**src/rtl/light_pkg.sv**
```systemverilog
// ---------------------------------------------------------------------------
// light_pkg
// This package is shared by the light phase sequencer and the downstream light
// controller. It holds:
//   COLOR_*        3-bit phase codes that appear on the color output.
//   light_state_t  The sequencer state type. Its encodings match the color
//                  codes, so the color output can come straight from the
//                  state register.
// ---------------------------------------------------------------------------
package light_pkg;

   localparam logic [2:0] COLOR_RED    = 3'b000;
   localparam logic [2:0] COLOR_GREEN  = 3'b001;
   localparam logic [2:0] COLOR_YELLOW = 3'b010;

   typedef enum logic [2:0] {
      ST_RED    = COLOR_RED,
      ST_GREEN  = COLOR_GREEN,
      ST_YELLOW = COLOR_YELLOW
   } light_state_t;

endpackage

```
**src/rtl/light_phase_sequencer_counter.sv**
```systemverilog
// ---------------------------------------------------------------------------
// phase_counter
// An 8-bit down counter that holds the cycles left in the current phase.
//   clk         clock, rising edge
//   reset_n     asynchronous active-low reset; the counter goes to RST_VAL
//   i_load      load i_load_val on the next edge; this has priority over
//               counting
//   i_load_val  value to load
//   i_en        decrement on the next edge while the count is non-zero
//   o_count     registered count
//   o_zero      high when the count is zero
// ---------------------------------------------------------------------------
module phase_counter #(
   parameter logic [7:0] RST_VAL = 8'd0
) (
   input  logic       clk,
   input  logic       reset_n,
   input  logic       i_load,
   input  logic [7:0] i_load_val,
   input  logic       i_en,
   output logic [7:0] o_count,
   output logic       o_zero
);

   logic [7:0] r_count;

   // Count register: a load wins; otherwise count down and stop at zero.
   always_ff @(posedge clk or negedge reset_n) begin
      if (!reset_n) begin
         r_count <= RST_VAL;
      end else if (i_load) begin
         r_count <= i_load_val;
      end else if (i_en && (r_count != 8'd0)) begin
         r_count <= r_count - 8'd1;
      end else begin
         r_count <= r_count;
      end
   end

   assign o_count = r_count;
   assign o_zero  = (r_count == 8'd0);

endmodule

```
**src/rtl/light_phase_sequencer.sv**
```systemverilog
// ---------------------------------------------------------------------------
// light_phase_sequencer
// Steps through the light phases RED -> GREEN -> YELLOW -> RED. Each phase
// lasts a fixed number of enabled clock cycles. A pedestrian request can cut
// GREEN short.
//   clk         clock, rising edge
//   reset_n     asynchronous active-low reset
//   enable      advance timing when high; state and count freeze when low
//   ped_req     pedestrian request, level or pulse
//   color       current phase code (see light_pkg)
//   remaining   cycles left in the phase minus one
//   phase_done  one-cycle pulse in the first cycle of each new phase
//   ped_ack     one-cycle pulse on entry to RED when a request was pending
// Build option: define LIGHT_SEQ_PED_EN to enable pedestrian handling.
// Without it, ped_req is ignored, ped_ack is held low, and GREEN always runs
// for its full length.
// ---------------------------------------------------------------------------
module light_phase_sequencer
   import light_pkg::*;
#(
   parameter int RED_CYC    = 8,
   parameter int GREEN_CYC  = 10,
   parameter int YELLOW_CYC = 3,
   parameter int PED_CUT    = 2
) (
   input  logic       clk,
   input  logic       reset_n,
   input  logic       enable,
   input  logic       ped_req,
   output logic [2:0] color,
   output logic [7:0] remaining,
   output logic       phase_done,
   output logic       ped_ack
);

   localparam logic [7:0] RED_LEN    = 8'(RED_CYC - 1);
   localparam logic [7:0] GREEN_LEN  = 8'(GREEN_CYC - 1);
   localparam logic [7:0] YELLOW_LEN = 8'(YELLOW_CYC - 1);
   localparam logic [7:0] PED_LEN    = 8'(PED_CUT);

   light_state_t r_state;
   logic         r_phase_done;
   light_state_t w_next;
   logic [7:0]   w_next_len;
   logic         w_illegal;
   logic         w_load;
   logic [7:0]   w_load_val;
   logic [7:0]   w_count;
   logic         w_zero;
   logic         w_shorten;

   phase_counter #(
      .RST_VAL (RED_LEN)
   ) u_phase_counter (
      .clk        (clk),
      .reset_n    (reset_n),
      .i_load     (w_load),
      .i_load_val (w_load_val),
      .i_en       (enable),
      .o_count    (w_count),
      .o_zero     (w_zero)
   );

   // Work out the successor phase and its length, and what to load into the
   // counter. An illegal state reloads a full RED whatever enable is.
   always_comb begin
      w_illegal  = 1'b0;
      w_next     = ST_RED;
      w_next_len = RED_LEN;
      case (r_state)
         ST_RED: begin
            w_next     = ST_GREEN;
            w_next_len = GREEN_LEN;
         end
         ST_GREEN: begin
            w_next     = ST_YELLOW;
            w_next_len = YELLOW_LEN;
         end
         ST_YELLOW: begin
            w_next     = ST_RED;
            w_next_len = RED_LEN;
         end
         default: begin
            w_illegal  = 1'b1;
            w_next     = ST_RED;
            w_next_len = RED_LEN;
         end
      endcase

      w_load     = 1'b0;
      w_load_val = w_next_len;
      if (w_illegal) begin
         w_load     = 1'b1;
         w_load_val = RED_LEN;
      end else if (enable && w_zero) begin
         w_load     = 1'b1;
         w_load_val = w_next_len;
      end else if (w_shorten) begin
         w_load     = 1'b1;
         w_load_val = PED_LEN;
      end else begin
         w_load     = 1'b0;
         w_load_val = w_next_len;
      end
   end

   // Phase state machine. The phase_done pulse is registered so that it
   // lines up with the first cycle of the new phase.
   always_ff @(posedge clk or negedge reset_n) begin
      if (!reset_n) begin
         r_state      <= ST_RED;
         r_phase_done <= 1'b0;
      end else if (w_illegal) begin
         r_state      <= ST_RED;
         r_phase_done <= 1'b0;
      end else if (enable && w_zero) begin
         r_state      <= w_next;
         r_phase_done <= 1'b1;
      end else begin
         r_state      <= r_state;
         r_phase_done <= 1'b0;
      end
   end

`ifdef LIGHT_SEQ_PED_EN
   logic r_ped_pending;
   logic r_ped_ack;
   logic w_ped_any;
   logic w_serve;

   // A request in the current cycle counts right away, so a pulse can
   // shorten GREEN on the very next edge.
   assign w_ped_any = r_ped_pending | ped_req;
   assign w_shorten = enable && (r_state == ST_GREEN) && w_ped_any &&
                      (w_count > PED_LEN);
   assign w_serve   = !w_illegal && enable && w_zero &&
                      (w_next == ST_RED) && r_ped_pending;

   // Pending request latch and acknowledge pulse. When a request arrives in
   // the same cycle that serves the pending one, the new request stays
   // pending (set wins over clear).
   always_ff @(posedge clk or negedge reset_n) begin
      if (!reset_n) begin
         r_ped_pending <= 1'b0;
         r_ped_ack     <= 1'b0;
      end else if (w_serve) begin
         r_ped_pending <= ped_req;
         r_ped_ack     <= 1'b1;
      end else begin
         r_ped_pending <= r_ped_pending | ped_req;
         r_ped_ack     <= 1'b0;
      end
   end

   assign ped_ack = r_ped_ack;
`else
   logic w_unused_ped;

   assign w_shorten    = 1'b0;
   assign w_unused_ped = ^{ped_req, PED_LEN};
   assign ped_ack      = 1'b0;
`endif

   assign color      = r_state;
   assign remaining  = w_count;
   assign phase_done = r_phase_done;

endmodule

```
**config.mk**
```make
export PLATFORM = sky130hd
export DESIGN_NAME = light_phase_sequencer
export DESIGN_NICKNAME = d
export VERILOG_FILES = /design/src/rtl/light_pkg.sv /design/src/rtl/light_phase_sequencer_counter.sv /design/src/rtl/light_phase_sequencer.sv
export SDC_FILE = /design/constraint.sdc
export NUM_CORES = 1
export LEC_CHECK = 0
export ABC_AREA = 1
export CORE_UTILIZATION = 45
export CTS_CLUSTER_DIAMETER = 100
export DETAILED_ROUTE_END_ITERATION = 10
export DONT_BUFFER_PORTS = 1
export REMOVE_ABC_BUFFERS = 1
export SETUP_SLACK_MARGIN = 0.15
export SLEW_MARGIN = 20
export SYNTH_ARGS = -nofsm -noshare
export SYNTH_HDL_FRONTEND = slang
export SYNTH_SLANG_ARGS = --single-unit
```
**constraint.sdc**
```tcl
create_clock -name clk -period 1.3 [get_ports clk]
set_input_delay 0.26 -clock clk [delete_from_list [all_inputs] [get_ports clk]]
set_output_delay 0.26 -clock clk [all_outputs]
set_load 0.05 [all_outputs]
```
==> impl_metrics.csv <==
group,metric,value,unit
floorplan,num_io_pins,17,
floorplan,die_h,41.5,um
placement,hpwlAfterDp,1.05,mm
final_layout,drive_above_1_share,0.504,
timing,max_freq,744,MHz
timing,hold_violations,0,
timing,rsz0062_at_grt,"yes",
synthesis,seq_area_frac_synth,0.397,
setup_path,crit_family,"flip-flops",
clocking,path_clk_slew,70,ps
route,drc,0,
global_routing,grt_pass1_wl,3.06,mm
clocking,clockBufferDepth,2,
setup_path,start_kind,"flip-flop",
global_routing,antenna_found_initial,0,
pwr,p_leak,0.533,nW
final_layout,multi_input_area,440,sq um
global_routing,grt_pass1_vias,688,
timing,max_slew_margin,0.655,
synthesis,synth.avg_cell_area,7.64,sq um
flow_run,maxCapViolCount,0,
route,vias,690,
synthesis,synth_area_leaders,"dfrtp_1, dfstp_2, nand2_1",
timing,setup_viol_count_final,9,
setup_path,cp.depth,9,
clocking,root_buffer,"clkbuf_4",
setup_path,crit_fanout,6,
global_routing,grt_start_max_net_pins,12,
setup_path,r2r_cells,9,
final_layout,regArea,284,sq um
final_layout,final_cell_area,0.00102,sq mm
setup_path,r2r-end,"u_phase_counter.o_count[6]",
timing,slew_viol_final,0,
final_layout,fillCellCount,111,
timing,finalWorstSetupSlack,-44.8,ps
synthesis,synth_xor_area_frac,0.0249,
floorplan,die-area,0.00172,sq mm
synthesis,synth_area,703,sq um
synthesis,synth_top_area_cell,"dfrtp_1",
final_layout,antenna_cells_inserted,0,
setup_path,crit_path_frequent_cell,"nand2_4",
timing,worst_pin_slew,516,ps
global_routing,grt_use_total,0.234,
setup_path,critPathRequiredTime,1500,ps
clocking,cts_tree,"yes",
timing,timing.final.crit_period,1340,ps
route,wire_per_inst,14.0,um
route,viasPerCell,5.31,
synthesis,synth_mux_area_frac,0,
clocking,cts-buffers-inserted,3,
floorplan,rows,13,
setup_path,r2r_slack,-40,ps
setup_path,cp_cell_sequence,"inv_2 > ha_4 > nand2_4 > nor2_4 > nand2_4 > nand2_4 > inv_4 > nand2_1 > nor2_1",
route,drt-total-wl,1.81,mm
synthesis,synth.distinct_cells,20,
final_layout,syn_to_final_growth,44.8,%
clocking,clock_latency,270,ps
setup_path,endpoint_kind,"flip-flop",
min_path,min_path_cells,3,
global_routing,gr-total-overflow,0,
outcome,outcome,"complete, but fails checks",
setup_path,crit_path_top_delay_cell,"dfstp_2",
route,ant_nets,0,
synthesis,synth_top_cell_area_share,0.285,
placement,gp_congestion,0.808,
synthesis,yosysWarnings,0,
placement,post_dp_cell_area,808,sq um
synthesis,synthSimpleGateAreaFrac,0.404,
outcome,violations,"setup timing",
floorplan,initial_core_util,0.509,
route,drt-initial-drc-count,15,
setup_path,reg2reg_from,"u_phase_counter.o_count[1]",
pwr,power_density,2760,mW/mm^2
route,drt_pre_antenna_iters,4,
pwr,ir_worst_vdd,1.45,mV
setup_path,critPathBufInv,2,
placement,io_buffers,0,
clocking,cts_sinks,11,
timing,fin_skew,2.70,ps
setup_path,arrival,1550,ps
timing,finalCritPeriodShare,1.03,
final_layout,fin_nets,122,
placement,post-place-ws,-136,ps
synthesis,syn_inst,92,
min_path,hold_path.class,"in -> reg",
synthesis,synthAdderAreaFrac,0.0356,
setup_path,crit_type,"reg -> reg",
min_path,min_to,"u_phase_counter.o_count[0]",
setup_path,critPathMaxStageDelay,550,ps
floorplan,coreArea,0.00138,sq mm
synthesis,synth_top_family_by_area,"simple AND/OR/NAND/NOR gates",
synthesis,synth-compound-area-share,0.0427,
synthesis,synth_seq_cells,11,
min_path,hp-start,"enable",
clocking,htree_num_levels,1,
floorplan,fp.dieW,41.5,um
[final cells by class]
class,instances,area share
sequential,11,0.279
inverter,13,0.0504
timing repair buffer,20,0.194
tap,15,0.0184
clock buffer,4,0.0258
multi-input combinational,67,0.432
[layer usage]
| layer | share of wire | track usage | wire, um |
|---|---|---|---|
| met4 | 0.048 | 0.116 | 87 |
| met3 | 0.045 | 0.0304 | 82 |
| met1 | 0.41 | 0.278 | 735 |
| met5 | 0 | 0 | 0 |
| met2 | 0.50 | 0.409 | 909 |
[cell usage in the layout, fill, tap and decap left out, drive strengths merged]
| cell | synthesis | layout |
|---|---|---|
| o21ai | 1 | 1 |
| nand2 | 27 | 27 |
| nor2 | 20 | 20 |
| dfrtp | 8 | 8 |
| nor3b | 1 | 1 |
| ha | 2 | 2 |
| clkbuf | 0 | 4 |
| buf | 2 | 19 |
| conb | 1 | 2 |
| dfstp | 3 | 3 |
| nand3 | 6 | 6 |
| nand3b | 1 | 1 |
| xnor2 | 1 | 1 |
| a21oi | 5 | 5 |
| dlygate4sd3 | 0 | 1 |
| inv | 13 | 13 |
| xor2 | 1 | 1 |
[through the flow]
step / total power [mW] / cells / setup TNS [ps] / utilization / hold slack (ps)
final: 2.81 / 130 / -230 / 0.737 / 185
after global routing: 2.98 / 130 / -691 / 0.737 / 228
after CTS: 2.59 / 127 / -92.5 / 0.690 / 192
after detailed placement: 2.06 / 119 / -576 / 0.585 / -35.4
after global placement: 2.04 / 119 / -440 / 0.585 / -35.4
after floorplan: 1.70 / 91 / -2430 / - / -35.6
[registers in the layout, indices dropped and copies added (netlist names)]
signal,cells
u_phase_counter.o_count,8
color,2
phase_done,1
[Yosys cell counts]
cell,instances
buf_4,2
inv_1,11
o21ai_0,1
nand3b_1,1
xnor2_1,1
conb_1,1
nand3_1,6
nand2_1,21
nor2_4,2
nor2_2,1
dfrtp_1,8
nor3b_2,1
xor2_1,1
inv_2,2
dfstp_2,3
nor2_1,17
ha_1,2
a21oi_1,5
nand2_4,5
nand2_2,1
[where the power goes]
group	internal, mW	total [mW]	switching [mW]
clock network	0.119	0.241	0.123
registers	0.517	0.706	0.189
logic	0.734	1.87	1.13
[kinds of logic after synthesis]
family                   after synthesis
AO/OA/AOI/OAI                          6
XOR/XNOR                               2
adder cells (fa/ha/maj)                2
buffers and inverters                 15
flip-flops                            11
other                                  1
AND/OR/NAND/NOR                       55
[timing repair]
action                     in CTS  in global routing
hold endpoints to repair       11                  0
pin swaps                      12                  6
hold buffers                    1                  0
setup buffers                   3                  3
resized for setup              25                 14
setup endpoints to repair      18                 21
[worst max-delay path by stage]
stage	endpoint	from
after floorplan	u_phase_counter.o_count[3]	u_phase_counter.o_count[0]
after global placement	u_phase_counter.o_count[3]	u_phase_counter.o_count[0]
after detailed placement	u_phase_counter.o_count[3]	u_phase_counter.o_count[0]
after CTS	u_phase_counter.o_count[3]	u_phase_counter.o_count[1]
after global routing	u_phase_counter.o_count[6]	u_phase_counter.o_count[1]
final	u_phase_counter.o_count[6]	u_phase_counter.o_count[1]
[worst register-to-register path, cell delays in order, from the launching register on]
cell and delay (ps):
dfstp_2 550, inv_2 50, ha_4 160, nand2_4 70
nor2_4 40, nand2_4 110, nand2_4 80, inv_4 70
nand2_1 50, nor2_1 90
(Power assumes the default switching activity.)
